===== config.mk =====
export PLATFORM = sky130hd
export DESIGN_NAME = ahfp_float_to_int
export DESIGN_NICKNAME = d
export VERILOG_FILES = /design/src/rtl/ahfp_float_to_int.sv
export SDC_FILE = /design/constraint.sdc
export NUM_CORES = 1
export LEC_CHECK = 0
export ABC_AREA = 0
export CAP_MARGIN = 20
export CORE_MARGIN = 3
export CORE_UTILIZATION = 40
export DETAILED_ROUTE_END_ITERATION = 8
export GPL_TIMING_DRIVEN = 0
export PLACE_DENSITY_LB_ADDON = 0.2
export SLEW_MARGIN = 20
export SYNTH_ARGS = -nofsm -noshare
export SYNTH_HDL_FRONTEND = slang
export SYNTH_SLANG_ARGS = --single-unit

===== constraint.sdc =====
create_clock -name clk -period 7.3 [get_ports clk]
set_clock_uncertainty 0.1 [all_clocks]
set_input_delay 1.825 -clock clk [delete_from_list [all_inputs] [get_ports clk]]
set_output_delay 1.825 -clock clk [all_outputs]
set_load 0.005 [all_outputs]

===== src/rtl/ahfp_float_to_int.sv =====
// ---------------------------------------------------------------------------
// ahfp_float_to_int
//   Two-stage pipelined converter from IEEE-754 single precision to a signed
//   two's-complement integer of OUT_W bits (OUT_W legal range 8..32). It sits
//   behind ahfp_floor, so its operands are normally already integral.
//   Stage 1 decodes the operand fields; stage 2 shifts, negates and saturates.
//   Out-of-range values and infinities saturate with overflow=1; NaN gives
//   result 0 with invalid=1. Valid/ready handshakes on both sides; the stage-2
//   register doubles as the output register.
//
//   Build option: define AHFP_F2I_RNE_EN to round to nearest-even in stage 2
//   instead of truncating toward zero. Latency is identical either way.
//
// Ports
//   clk        in   rising-edge clock
//   reset      in   synchronous active-high reset, clears both stages
//   in_valid   in   data holds a valid operand
//   in_ready   out  operand accepted this cycle when in_valid is also high
//   data       in   single-precision operand
//   out_valid  out  result/overflow/invalid hold a valid conversion
//   out_ready  in   downstream takes the result this cycle
//   result     out  signed integer result
//   overflow   out  value saturated (out of range or +/-inf)
//   invalid    out  operand was NaN
// ---------------------------------------------------------------------------
module ahfp_float_to_int #(
  parameter int OUT_W = 32
) (
  input  logic             clk,
  input  logic             reset,
  input  logic             in_valid,
  output logic             in_ready,
  input  logic [31:0]      data,
  output logic             out_valid,
  input  logic             out_ready,
  output logic [OUT_W-1:0] result,
  output logic             overflow,
  output logic             invalid
);

  localparam logic signed [8:0] E_MAX   = 9'(OUT_W - 1);
  localparam logic [OUT_W-1:0]  SAT_POS = {1'b0, {(OUT_W-1){1'b1}}};
  localparam logic [OUT_W-1:0]  SAT_NEG = {1'b1, {(OUT_W-1){1'b0}}};
  // Smallest magnitude a positive result cannot represent.
  localparam logic [31:0]       MAG_LIM = 32'd1 << (OUT_W - 1);

  // Stage 1 (decode)
  logic              s1_valid_q, s1_valid_d;
  logic              s1_sign_q,  s1_sign_d;
  logic signed [8:0] s1_e_q,     s1_e_d;      // unbiased exponent
  logic [23:0]       s1_sig_q,   s1_sig_d;    // {1, mantissa}
  logic              s1_nan_q,   s1_nan_d;
  logic              s1_inf_q,   s1_inf_d;
  logic              s1_small_q, s1_small_d;  // |x| < 1 (includes zero/denormal)

  // Stage 2 (convert) / output register
  logic              out_valid_q, out_valid_d;
  logic [OUT_W-1:0]  result_q,    result_d;
  logic              overflow_q,  overflow_d;
  logic              invalid_q,   invalid_d;

  logic              s1_load;
  logic              s2_load;
  logic              zero_out;
  logic [31:0]       mag;
`ifdef AHFP_F2I_RNE_EN
  logic [55:0]       frac;       // [55:32] integer part, [31:0] bits shifted out
  logic              round_up;
`endif

  assign s2_load   = !out_valid_q || out_ready;
  assign s1_load   = !s1_valid_q || s2_load;
  assign in_ready  = s1_load;
  assign out_valid = out_valid_q;
  assign result    = result_q;
  assign overflow  = overflow_q;
  assign invalid   = invalid_q;

  // Stage 1: field decode
  always_comb begin
    s1_valid_d = s1_valid_q;
    s1_sign_d  = s1_sign_q;
    s1_e_d     = s1_e_q;
    s1_sig_d   = s1_sig_q;
    s1_nan_d   = s1_nan_q;
    s1_inf_d   = s1_inf_q;
    s1_small_d = s1_small_q;
    if (s1_load) begin
      s1_valid_d = in_valid;
      s1_sign_d  = data[31];
      s1_e_d     = $signed({1'b0, data[30:23]}) - 9'sd127;
      s1_sig_d   = {1'b1, data[22:0]};
      s1_nan_d   = (&data[30:23]) && (|data[22:0]);
      s1_inf_d   = (&data[30:23]) && !(|data[22:0]);
      s1_small_d = data[30:23] < 8'd127;
    end
  end

  // With rounding, 0.5 <= |x| < 1 (e == -1) can round up to 1, so it is
  // kept out of the flush-to-zero path.
`ifdef AHFP_F2I_RNE_EN
  assign zero_out = s1_small_q && (s1_e_q != -9'sd1);
`else
  assign zero_out = s1_small_q;
`endif

  // Stage 2: shift, round, negate, saturate
  always_comb begin
    out_valid_d = out_valid_q;
    result_d    = result_q;
    overflow_d  = overflow_q;
    invalid_d   = invalid_q;
    mag         = '0;
`ifdef AHFP_F2I_RNE_EN
    frac        = '0;
    round_up    = 1'b0;
`endif
    if (s2_load) begin
      out_valid_d = s1_valid_q;
      result_d    = '0;
      overflow_d  = 1'b0;
      invalid_d   = 1'b0;
      if (s1_valid_q) begin
        if (s1_nan_q) begin
          invalid_d = 1'b1;
        end else if (s1_inf_q) begin
          result_d   = s1_sign_q ? SAT_NEG : SAT_POS;
          overflow_d = 1'b1;
        end else if (s1_e_q >= E_MAX) begin
          // -2^(OUT_W-1) is the one value at this exponent that still fits.
          result_d   = s1_sign_q ? SAT_NEG : SAT_POS;
          overflow_d = !(s1_sign_q && (s1_e_q == E_MAX) && (s1_sig_q[22:0] == 23'd0));
        end else if (!zero_out) begin
          if (s1_e_q >= 9'sd23) begin
            mag = {8'b0, s1_sig_q} << (s1_e_q - 9'sd23);
          end else begin
`ifdef AHFP_F2I_RNE_EN
            frac     = {s1_sig_q, 32'b0} >> (9'sd23 - s1_e_q);
            round_up = frac[31] && ((|frac[30:0]) || frac[32]);
            mag      = {8'b0, frac[55:32]} + {31'b0, round_up};
`else
            mag = {8'b0, s1_sig_q} >> (9'sd23 - s1_e_q);
`endif
          end
          // Only a rounding carry can push a positive magnitude to 2^(OUT_W-1).
          if (!s1_sign_q && (mag >= MAG_LIM)) begin
            result_d   = SAT_POS;
            overflow_d = 1'b1;
          end else begin
            result_d = s1_sign_q ? -mag[OUT_W-1:0] : mag[OUT_W-1:0];
          end
        end
      end
    end
  end

  always_ff @(posedge clk) begin
    if (reset) begin
      s1_valid_q  <= 1'b0;
      s1_sign_q   <= 1'b0;
      s1_e_q      <= '0;
      s1_sig_q    <= '0;
      s1_nan_q    <= 1'b0;
      s1_inf_q    <= 1'b0;
      s1_small_q  <= 1'b0;
      out_valid_q <= 1'b0;
      result_q    <= '0;
      overflow_q  <= 1'b0;
      invalid_q   <= 1'b0;
    end else begin
      s1_valid_q  <= s1_valid_d;
      s1_sign_q   <= s1_sign_d;
      s1_e_q      <= s1_e_d;
      s1_sig_q    <= s1_sig_d;
      s1_nan_q    <= s1_nan_d;
      s1_inf_q    <= s1_inf_d;
      s1_small_q  <= s1_small_d;
      out_valid_q <= out_valid_d;
      result_q    <= result_d;
      overflow_q  <= overflow_d;
      invalid_q   <= invalid_d;
    end
  end

endmodule


==> results.toml <==
[finish]
utilization_pct = 48.28
syn2layout_area_growth_pct = 16.95
design_area_mm2 = 0.009520
nNetsFinal = 1164
diodes = 0
drive_above_1_share_pct = 12.85
instances_no_fill = 1393

[grt]
grt_usage_pct = 31.92
antenna_found_initial = 0
grt_max_degree = 14
grt_overflow = 0
grt_first_pass_wirelength_um = 54120
grt_pass1_vias = 8725

[placed_design]
gp_congestion = 1.049
place_area_mm2 = 0.009196
port_buffers = 71
dp.final_hpwl_um = 27800
place_inst = 1376

[hold_path]
min-delay-start = "invalid$_SDFFE_PP0P_"
hold_depth = 2
whs_endpoint = "invalid$_SDFFE_PP0P_"
hold_path.class = "reg -> reg"

[sta]
tns_ns = 0
rsz0062_at_grt = "false"
hold_viol_final = 0
slew_headroom_pct = 18.91
setup_viol = 0
post-route-period-util_pct = 85.39
fin_crit_ns = 6.234
max_freq_ghz = 0.1604
maxSlewViolCount = 0
worst_slew_pin_slew_ns = 1.216

[yosys]
synth_xor_area_share_pct = 3.443
synth_area_leaders = "dfxtp_1, mux4_2, a21oi_1, nand2_1, mux2i_1"
synth_top_cell_area_share_pct = 17.95
yosys.area.top_type = "dfxtp_1"
synth_nets = 1081
avgSynthCellArea_um2 = 7.827
synth_compound_area_share_pct = 25.76
synth.most_common_cell = "nand2_1"
syn-cell-area_mm2 = 0.008140
synthMuxAreaShare_pct = 22.72
ys_ff_latch = 73
yosysWarnings = 0
yosys.area_share.simple_pct = 22.72
netlist_top_cells_count = "nand2_1, a21oi_1, nor2_1"
synthCells = 1040
synth-edff-count = 0
synthFlopType = "dfxtp_1"
ys_seq_area_share_pct = 17.95
ys_types = 81
synthAdderAreaFrac_pct = 0.7685
async_flop_share_pct = 0
synth_top_family_by_area = "compound AO/OA/AOI/OAI gates"

[setup_path]
end_kind = "primary output"
cp-start-kind = "input port"
arrival_ns = 4.31
worstReg2RegEnd = "result[26]$_SDFFE_PP0P_"
cp_max_fo = 10
reg2reg_from = "s1_e_q[3]$_SDFFE_PP0P_"
crit_required_ns = 5.38
crit_type = "in -> out"
reg2reg_depth = 20
path_cells = "clkdlybuf4s50_1 > nor2b_1 > and2_1 > clkbuf_1 > inv_1 > clkbuf_1 > clkdlybuf4s50_1"
critPathSlowestCell = "nor2b_1"
reg2reg_slack_ns = 1.36
slowest_delay_ns = 0.58

[pwr]
sw_frac_of_total_pct = 39.51
power.leakage_nw = 3.392
p_per_area_mw_per_mm2 = 170.8
total_power_mw = 1.626
switchingPower_mw = 0.6423
internal_power_mw = 0.9834
p_clk_share_pct = 30.8
vdd.ir_drop.worst_mv = 0.1118
pwr-share-comb_pct = 42.5
p_seq_share_pct = 26.7

[clocking]
clock_latency_ns = 0.35
ctsResizeCount = 0
cts-root-buf = "clkbuf_16"
cts_tree = "built"
cts_buffers = 9
htree_levels = 3
cts_hold_buffers = 0
cts_sinks = 73
post-cts-setup-buffers = 0
cts_max_path_buffers = 2
path_clk_slew_ns = 0.07

[run_status]
outcome = "finished clean"

[detailed_routing]
via_count = 9257
drtIter0Drc = 1296
drt-total-wl_um = 35670
drt-pass1-iter-count = 6
via_per_inst = 6.645
wl_per_cell_um = 25.60
ant_nets = 0
route.detailed.drc = 0

[floorplanning]
die_y_um = 148.7
start_util_pct = 41.28
die-area_mm2 = 0.02210
core_area_mm2 = 0.01972
fp.dieW_um = 148.7
ios = 72
rows = 51

[flow_run]
cap_violations = 0
-- critical path: cells and delay by family --
family                 cells  cell delay (ns)
buffers and inverters      5             1.68
AND/OR/NAND/NOR            2             0.80
-- per-stage QoR --
| stage | setup WS (ns) | hold slack (ns) |
|---|---|---|
| after floorplan | 2.591 | 0.3713 |
| after detailed placement | 1.148 | 0.3852 |
| final | 1.066 | 0.4013 |
| after global placement | 1.132 | 0.3736 |
| after global routing | 0.8898 | 0.4180 |
| after CTS | 1.128 | 0.4015 |
-- flip-flops by register name, summed over array words and instances (netlist names) --
name	flops
invalid	1
out_valid	1
overflow	1
result	32
s1_e_q	9
s1_inf_q	1
s1_nan_q	1
s1_sig_q	24
s1_sign_q	1
s1_small_q	1
s1_valid_q	1
-- power by group through the flow --
stage	Clock, mW	Sequential [mW]	Combinational [mW]
floorplan	0	0.439	0.453
global placement	0	0.442	0.667
detailed placement	0	0.443	0.666
CTS	0.503	0.434	0.669
global route	0.523	0.437	0.730
finish	0.500	0.435	0.690
-- worst max-delay path by stage --
stage               cells after the start  slack (ns)       from  endpoint
detailed placement                      7        1.15  out_ready  in_ready
global route                            7        0.89  out_ready  in_ready
CTS                                     7        1.13  out_ready  in_ready
finish                                  7        1.07  out_ready  in_ready
global placement                        7        1.13  out_ready  in_ready
floorplan                               5        2.59  out_ready  in_ready
-- layout by cell type, fill, tap and decap left out, drive strengths merged, types with 6 or more instances in the layout --
master         Yosys  final
dfxtp             73     73
o211ai            12     12
xor2              12     12
a31oi              8      8
nor4              18     18
nor3b              8      8
and2              10     10
a22oi             10     10
a21o               8      8
a221oi            14     14
mux2i             43     43
o31ai              8      8
nand2            118    118
xnor2             20     20
mux2              50     50
clkdlybuf4s50      0     71
mux4              38     38
nand3b             8      8
nor3              28     28
o21ai             33     33
nor2              82     82
inv               14     15
o22ai             16     16
a211oi            16     16
nand2b             8      8
or2                6      6
clkbuf            64     74
a311oi             7      7
and3              11     11
a32oi              6      6
a21oi            105    105
buf               40     41
nand3             36     36
or3                8      8
nand4             17     17
-- cells by family (layout without fill, tap and decap cells) --
family,after synthesis,count (layout)
muxes,131,131
xor gates and xnor gates,32,32
and+or+nand+nor,376,376
buffers and inverters,118,206
adders and majority gates,5,5
DFF,73,73
AOI/OAI and AO/OA,305,305
-- layer usage --
metal	wire length, um	global-route usage (%)	vias to the layer above
met1	15080	43.31	4474
li1	-	-	4143
met3	3212	6.673	110
met5	0	0	-
met4	1822	14.32	0
met2	15550	48.94	530
-- final cells by class --
| type | instances | area (um^2) |
|---|---|---|
| Fill cell | 2007 | 10200 |
| Multi-Input combinational cell | 849 | 6152 |
| Sequential cell | 73 | 1461 |
| Timing Repair Buffer | 72 | 715.7 |
| Buffer | 104 | 488.0 |
| Tap cell | 265 | 331.6 |
| Clock buffer | 10 | 229.0 |
| Clock inverter | 6 | 90.09 |
| Inverter | 14 | 52.55 |
Power figures use the tool's default switching activity.
